## src/rtl/spi_flash_responder.sv

```systemverilog
// rtl/spi_flash_responder.sv - SPI mode-0 target answering flash-style READ commands
//
// Oversamples the SPI pins on clk, decodes an 8-bit opcode and a 24-bit
// address (MSB first), then streams bytes fetched through a req/valid byte port.
// Optional feature macro: SPI_RESP_FAST_READ_EN (accepts opcode 8'h0B followed
// by 8 dummy clocks before data).
//
// Ports:
//   clk, n_rst           system clock (>= 8x f_sclk), synchronous active-low reset
//   f_sclk, f_cs, f_mosi SPI pins from the initiator (asynchronous to clk)
//   f_miso, f_miso_oe    SPI data to the initiator and its pad output enable
//   rd_req, rd_addr      one-cycle byte fetch request and its address
//   rd_data, rd_valid    fetched byte and its one-cycle qualifier
//   busy                 synchronized chip-select active
//   underrun             sticky: a data byte was needed before it was fetched

module spi_flash_responder #(
    parameter logic [7:0] READ_OPCODE = 8'h03,
    parameter int         SYNC_STAGES = 2
) (
    input  logic        clk,
    input  logic        n_rst,
    input  logic        f_sclk,
    input  logic        f_cs,
    input  logic        f_mosi,
    output logic        f_miso,
    output logic        f_miso_oe,
    output logic        rd_req,
    output logic [23:0] rd_addr,
    input  logic [7:0]  rd_data,
    input  logic        rd_valid,
    output logic        busy,
    output logic        underrun
);

    typedef enum logic [2:0] {
        ST_IDLE,
        ST_OPCODE,
        ST_ADDRESS,
`ifdef SPI_RESP_FAST_READ_EN
        ST_DUMMY,
`endif
        ST_DATA,
        ST_IGNORE
    } state_t;

    // Synchronizers and edge-detect history
    logic [SYNC_STAGES-1:0] sclk_sync_q;
    logic [SYNC_STAGES-1:0] cs_sync_q;
    logic [SYNC_STAGES-1:0] mosi_sync_q;
    logic                   sclk_prev_q;
    logic                   cs_prev_q;

    logic sclk_s, cs_s, mosi_s;
    logic sclk_rise, sclk_fall, cs_fall;

    state_t      state_q, state_d;
    logic [4:0]  cnt_q, cnt_d;
    logic [7:0]  op_sr_q, op_sr_d;
    logic [23:0] addr_sr_q, addr_sr_d;
    logic [23:0] rd_addr_q, rd_addr_d;
    logic        rd_req_q, rd_req_d;
    logic        outst_q, outst_d;     // request issued, rd_valid not yet seen
    logic        pend_q, pend_d;       // fetched byte waiting to be shifted out
    logic [7:0]  buf_q, buf_d;
    logic [7:0]  tx_sr_q, tx_sr_d;
    logic        miso_q, miso_d;
    logic        underrun_q, underrun_d;
`ifdef SPI_RESP_FAST_READ_EN
    logic        fast_q, fast_d;
`endif

    logic [7:0]  opcode_next;
    logic [23:0] addr_next;

    assign sclk_s    = sclk_sync_q[SYNC_STAGES-1];
    assign cs_s      = cs_sync_q[SYNC_STAGES-1];
    assign mosi_s    = mosi_sync_q[SYNC_STAGES-1];
    assign sclk_rise = sclk_s & ~sclk_prev_q;
    assign sclk_fall = ~sclk_s & sclk_prev_q;
    assign cs_fall   = ~cs_s & cs_prev_q;

    assign opcode_next = {op_sr_q[6:0], mosi_s};
    assign addr_next   = {addr_sr_q[22:0], mosi_s};

    always_comb begin
        state_d    = state_q;
        cnt_d      = cnt_q;
        op_sr_d    = op_sr_q;
        addr_sr_d  = addr_sr_q;
        rd_addr_d  = rd_addr_q;
        rd_req_d   = 1'b0;
        outst_d    = outst_q;
        pend_d     = pend_q;
        buf_d      = buf_q;
        tx_sr_d    = tx_sr_q;
        miso_d     = miso_q;
        underrun_d = underrun_q;
`ifdef SPI_RESP_FAST_READ_EN
        fast_d     = fast_q;
`endif

        if (cs_s) begin
            // Deselected: abandon everything, including any fetch in flight.
            state_d = ST_IDLE;
            cnt_d   = 5'd0;
            outst_d = 1'b0;
            pend_d  = 1'b0;
            miso_d  = 1'b0;
        end else if (cs_fall) begin
            // A new transaction; any sclk edge in this cycle is ignored.
            state_d    = ST_OPCODE;
            cnt_d      = 5'd0;
            outst_d    = 1'b0;
            pend_d     = 1'b0;
            miso_d     = 1'b0;
            underrun_d = 1'b0;
`ifdef SPI_RESP_FAST_READ_EN
            fast_d     = 1'b0;
`endif
        end else begin
            // Only a fetch we actually asked for is accepted.
            if (rd_valid && outst_q) begin
                buf_d   = rd_data;
                pend_d  = 1'b1;
                outst_d = 1'b0;
            end

            case (state_q)
                ST_OPCODE: begin
                    if (sclk_rise) begin
                        op_sr_d = opcode_next;
                        cnt_d   = cnt_q + 5'd1;
                        if (cnt_q == 5'd7) begin
                            cnt_d = 5'd0;
                            if (opcode_next == READ_OPCODE) begin
                                state_d = ST_ADDRESS;
`ifdef SPI_RESP_FAST_READ_EN
                                fast_d  = 1'b0;
                            end else if (opcode_next == 8'h0B) begin
                                state_d = ST_ADDRESS;
                                fast_d  = 1'b1;
`endif
                            end else begin
                                state_d = ST_IGNORE;
                            end
                        end
                    end
                end
                ST_ADDRESS: begin
                    miso_d = 1'b0;
                    if (sclk_rise) begin
                        addr_sr_d = addr_next;
                        cnt_d     = cnt_q + 5'd1;
                        if (cnt_q == 5'd23) begin
                            cnt_d     = 5'd0;
                            rd_addr_d = addr_next;
                            rd_req_d  = 1'b1;
                            outst_d   = 1'b1;
`ifdef SPI_RESP_FAST_READ_EN
                            state_d   = fast_q ? ST_DUMMY : ST_DATA;
`else
                            state_d   = ST_DATA;
`endif
                        end
                    end
                end
`ifdef SPI_RESP_FAST_READ_EN
                ST_DUMMY: begin
                    miso_d = 1'b0;
                    if (sclk_rise) begin
                        cnt_d = cnt_q + 5'd1;
                        if (cnt_q == 5'd7) begin
                            cnt_d   = 5'd0;
                            state_d = ST_DATA;
                        end
                    end
                end
`endif
                ST_DATA: begin
                    if (sclk_fall) begin
                        if (cnt_q == 5'd0) begin
                            // First bit of a byte: take the fetched byte, or
                            // send zeros for the whole byte if it is missing.
                            if (pend_d) begin
                                miso_d  = buf_d[7];
                                tx_sr_d = {buf_d[6:0], 1'b0};
                                pend_d  = 1'b0;
                            end else begin
                                miso_d     = 1'b0;
                                tx_sr_d    = 8'h00;
                                underrun_d = 1'b1;
                            end
                        end else begin
                            miso_d  = tx_sr_q[7];
                            tx_sr_d = {tx_sr_q[6:0], 1'b0};
                        end
                    end
                    if (sclk_rise) begin
                        cnt_d = cnt_q + 5'd1;
                        if (cnt_q == 5'd7) begin
                            cnt_d     = 5'd0;
                            rd_addr_d = rd_addr_q + 24'd1;
                            // Never stack a second request on an unanswered one.
                            if (!outst_d) begin
                                rd_req_d = 1'b1;
                                outst_d  = 1'b1;
                            end
                        end
                    end
                end
                default: begin
                    miso_d = 1'b0;
                end
            endcase
        end
    end

    always_ff @(posedge clk) begin
        if (!n_rst) begin
            sclk_sync_q <= '0;
            cs_sync_q   <= '1;
            mosi_sync_q <= '0;
            sclk_prev_q <= 1'b0;
            cs_prev_q   <= 1'b1;
            state_q     <= ST_IDLE;
            cnt_q       <= 5'd0;
            op_sr_q     <= 8'h00;
            addr_sr_q   <= 24'h0;
            rd_addr_q   <= 24'h0;
            rd_req_q    <= 1'b0;
            outst_q     <= 1'b0;
            pend_q      <= 1'b0;
            buf_q       <= 8'h00;
            tx_sr_q     <= 8'h00;
            miso_q      <= 1'b0;
            underrun_q  <= 1'b0;
`ifdef SPI_RESP_FAST_READ_EN
            fast_q      <= 1'b0;
`endif
        end else begin
            sclk_sync_q <= {sclk_sync_q[SYNC_STAGES-2:0], f_sclk};
            cs_sync_q   <= {cs_sync_q[SYNC_STAGES-2:0], f_cs};
            mosi_sync_q <= {mosi_sync_q[SYNC_STAGES-2:0], f_mosi};
            sclk_prev_q <= sclk_s;
            cs_prev_q   <= cs_s;
            state_q     <= state_d;
            cnt_q       <= cnt_d;
            op_sr_q     <= op_sr_d;
            addr_sr_q   <= addr_sr_d;
            rd_addr_q   <= rd_addr_d;
            rd_req_q    <= rd_req_d;
            outst_q     <= outst_d;
            pend_q      <= pend_d;
            buf_q       <= buf_d;
            tx_sr_q     <= tx_sr_d;
            miso_q      <= miso_d;
            underrun_q  <= underrun_d;
`ifdef SPI_RESP_FAST_READ_EN
            fast_q      <= fast_d;
`endif
        end
    end

`ifdef SPI_RESP_FAST_READ_EN
    assign f_miso_oe = (state_q == ST_DATA) || (state_q == ST_DUMMY);
`else
    assign f_miso_oe = (state_q == ST_DATA);
`endif
    assign f_miso   = miso_q & (state_q == ST_DATA);
    assign rd_req   = rd_req_q;
    assign rd_addr  = rd_addr_q;
    assign busy     = ~cs_s;
    assign underrun = underrun_q;

endmodule

```

## config.mk

```make
export PLATFORM = sky130hd
export DESIGN_NAME = spi_flash_responder
export DESIGN_NICKNAME = d
export VERILOG_FILES = /design/src/rtl/spi_flash_responder.sv
export SDC_FILE = /design/constraint.sdc
export NUM_CORES = 1
export LEC_CHECK = 0
export ABC_AREA = 1
export ABC_CLOCK_PERIOD_IN_PS = 1400
export BUFFER_PORTS_ARGS = -buffer_cell sky130_fd_sc_hd__buf_2
export CORE_MARGIN = 5
export CORE_UTILIZATION = 45
export DETAILED_ROUTE_END_ITERATION = 10
export PLACE_DENSITY = 0.66
export SETUP_SLACK_MARGIN = 0.1
export SLEW_MARGIN = 20
export SYNTH_ARGS = -nofsm -noshare
export SYNTH_HDL_FRONTEND = slang
export SYNTH_SLANG_ARGS = --single-unit
```

## constraint.sdc

```tcl
create_clock -name clk -period 1.4 [get_ports clk]
set_input_delay 0.14 -clock clk [delete_from_list [all_inputs] [get_ports clk]]
set_output_delay 0.14 -clock clk [all_outputs]
set_load 0.005 [all_outputs]
```

==> results.sh <==
export IMPL_outcome="complete, but fails checks"
export IMPL_violations="negative setup slack"
export IMPL_synthAdderAreaFrac_pct=0.853
export IMPL_start_kind="flop"
export IMPL_arrival_ps=1920
export IMPL_grt_pass1_vias=4428
export IMPL_required_ps=1710
export IMPL_dp_cells=900
export IMPL_end_kind="flop"
export IMPL_fmax_mhz=622
export IMPL_stdcell_count=950
export IMPL_grt_total_usage_pct=21.9
export IMPL_die_x_um=109
export IMPL_route_vias_total=4958
export IMPL_via_per_inst=5.22
export IMPL_whs_endpoint="cs_prev_q"
export IMPL_hold_class="input pin to flop"
export IMPL_io_buffers=42
export IMPL_drv_cap=0
export IMPL_cts_max_level=3
export IMPL_max_slew_margin_pct=68.2
export IMPL_grt_setup_unrepaired="yes"
export IMPL_slowest_stage="dfxtp_2"
export IMPL_peakVddDrop_uv=489
export IMPL_clk_pin_slew_ps=100
export IMPL_cts_sinks=90
export IMPL_hold_depth=2
export IMPL_hold_viol_final=0
export IMPL_synthMuxAreaShare_pct=0
export IMPL_core_area_um2=9640
export IMPL_start_util_pct=45.6
export IMPL_reg2reg_slack_ps=-210
export IMPL_synth_compound_gate_area_share_pct=18.2
export IMPL_area_delta_synth_final_pct=49.8
export IMPL_pin_count=43
export IMPL_grt_start_max_net_pins=36
export IMPL_critPathMaxStageDelay_ps=360
export IMPL_hp_start="n_rst"
export IMPL_rows=36
export IMPL_die_y_um=109
export IMPL_p_comb_share_pct=3.7
export IMPL_power_density_nw_per_um2=700
export IMPL_setup_violations_final=44
export IMPL_drt_iter0_markers=253
export IMPL_syn_area_um2=4400
export IMPL_switching_share_pct=24.6
export IMPL_avgSynthCellArea_um2=6.54
export IMPL_worst_slack_ps=-207
export IMPL_tritoncts="done"
export IMPL_drc=0
export IMPL_synthXorXnorAreaFrac_pct=0.199
export IMPL_place_congestion=0.886
export IMPL_criticalPathCategory="flop to flop"
export IMPL_yosys_register_bits=90
export IMPL_crit_reg2reg_capture="rd_addr[10]"
export IMPL_first_pass_iters=5
export IMPL_reg2reg_depth=8
export IMPL_skew_ps=12.4
export IMPL_yosysUniqueCellTypes=31
export IMPL_fin_crit_ps=1610
export IMPL_p_leak_uw=0.00264
export IMPL_path_cells="ha_4, nand4_1, a21oi_2, nand2_4, buf_12, o21bai_1, nand2_1, nor2_1"
export IMPL_dp_hpwl_um=8530
export IMPL_pre_cts_slack_ps=-193
export IMPL_post_route_period_util_pct=115
export IMPL_antenna_found_initial=0
export IMPL_p_sw_uw=1130
export IMPL_die_area_um2=11900
export IMPL_final_cell_mix="nand2_1 (109), nor2_1 (105), dfxtp_1 (81)"
export IMPL_clk_latency_ps=380
export IMPL_grt_pass1_wl_um=20800
export IMPL_grt_overflow=0
export IMPL_final_common_cell="nand2_1"
export IMPL_p_seq_share_pct=55.8
export IMPL_fin_nets=829
export IMPL_root_buffer="clkbuf_8"
export IMPL_synth_simple_gate_area_share_pct=29.7
export IMPL_slew_violations=0
export IMPL_worstMarginPinSlew_ps=478
export IMPL_power_frac_clock_pct=40.5
export IMPL_internal_power_uw=3480
export IMPL_synth_top_family_by_area="simple AND/OR/NAND/NOR gates"
export IMPL_synth_warning_count=0
export IMPL_antenna_cells=0
export IMPL_cts_made_buffers=9
export IMPL_detail_route_antenna_nets=0
export IMPL_wl_per_cell_um=14.7
export IMPL_cts_buffer_depth=2
export IMPL_ys_seq_area_share_pct=41.0
export IMPL_timing_rr_start="cnt_q[1]"
export IMPL_cp_max_fo=10
export IMPL_synthCells=673
export IMPL_syn_nets=690
export IMPL_drive_gt1_share_pct=39.3
export IMPL_routed_wl_um=14000
## synthesized netlist by cell type
cell,number,area (µm²)
buf_6,1,11.3
a21oi_4,1,16.3
o21a_1,3,22.5
a31oi_1,2,12.5
dfxtp_1,90,1800
buf_1,2,7.51
nor3_1,4,20.0
nand3b_1,1,7.51
nand3_1,33,165
nand2_2,3,18.8
nor2_1,133,499
o21bai_1,1,7.51
clkbuf_1,11,41.3
and2_1,1,6.26
o21ai_1,3,15.0
nor4_1,1,6.26
inv_1,79,297
a22oi_1,7,52.6
nor2_4,2,22.5
ha_1,3,37.5
buf_2,7,35.0
or2_2,4,25.0
nand2_1,130,488
o211ai_1,2,15.0
o21ai_0,72,360
a21oi_1,57,285
a211oi_1,2,15.0
xor2_1,1,8.76
buf_4,4,30.0
inv_2,5,18.8
nand4_1,8,50.1
## metal layers
| layer | share of wire (%) | global-route usage [%] | wire length [µm] | vias to the layer above |
|---|---|---|---|---|
| li1 | - | - | - | 2455 |
| met1 | 45 | 29.0 | 6230 | 2321 |
| met2 | 48 | 35.8 | 6710 | 155 |
| met3 | 5.0 | 2.96 | 698 | 27 |
| met4 | 2.3 | 9.20 | 324 | 0 |
| met5 | 0 | 0 | 0 | - |
## worst max path at each step
stage,startpoint,to,slack (ps),depth (start not counted)
after CTS,cnt_q[1],rd_addr[10],-120,8
after global routing,cnt_q[1],rd_addr[10],-280,8
after detailed placement,rd_addr[1],rd_addr[10],-190,9
after global placement,cnt_q[0],rd_addr[21],-150,10
after floorplan,cnt_q[1],rd_addr[10],4,10
final,cnt_q[1],rd_addr[10],-210,8
## worst max-delay path, delay by kind of cell (launching register included)
kind / cells / cell delay (ps)
buffers and inverters: 1 / 160
AND/OR/NAND/NOR: 4 / 470
flip-flops: 1 / 360
adder cells (fa/ha/maj): 1 / 150
AO/OA/AOI/OAI: 2 / 380
## timing repair
action | in CTS | in global routing
hold buffers | 3 | 0
cloned | 3 | 6
setup buffers | 12 | 11
gates resized for setup | 98 | 151
endpoints found under the setup margin | 75 | 76
pin swaps | 21 | 42
hold endpoints to repair | 3 | 0
## area by class of cell
class	count	area (µm²)
Timing Repair Buffer	150	1250
Tap cell	133	166
Timing Repair inverter	3	38.8
Multi-Input combinational cell	474	2760
Clock inverter	7	77.6
Fill cell	800	3050
Inverter	84	360
Clock buffer	9	124
Sequential cell	90	1820
## state kept, by name, indices dropped and copies added, names as in the netlist, 2 cells and up
register and cells:
rd_addr 24, buf_q 8, cnt_q 5, addr_sr_q 23, mosi_sync_q 2, sclk_sync_q 2
tx_sr_q 7, op_sr_q 7, state_q 3, cs_sync_q 2
## logic make-up (layout without fill, tap and decap cells)
group	count (synthesis)	after routing
AO/OA/AOI/OAI	150	150
XOR/XNOR	1	1
adder cells (fa/ha/maj)	3	3
buffers and inverters	109	253
flip-flops	90	90
AND/OR/NAND/NOR	320	320
## power groups by stage
stage	Clock [µW]	Combinational, µW	Sequential [µW]
2_1_floorplan	0	70.1	2630
3_3_place_gp	0	122	2630
3_5_place_dp	0	124	2630
4_1_cts	1890	140	2570
5_1_grt	1990	186	2570
6_report	1870	171	2570
## stage by stage
stage / hold slack [ps] / area, µm² / utilization [%] / power (µW) / TNS [ps]
floorplan: 238 / 4500 / - / 2700 / 0
global placement: 325 / 5350 / 55.5 / 2760 / -3510
detailed placement: 326 / 5350 / 55.5 / 2760 / -4980
CTS: 60.8 / 5970 / 62.0 / 4610 / -2140
global route: 79.1 / 6590 / 68.4 / 4750 / -7780
finish: 71.3 / 6590 / 68.4 / 4610 / -4550
Note: power is estimated with default switching activity, not from simulation.
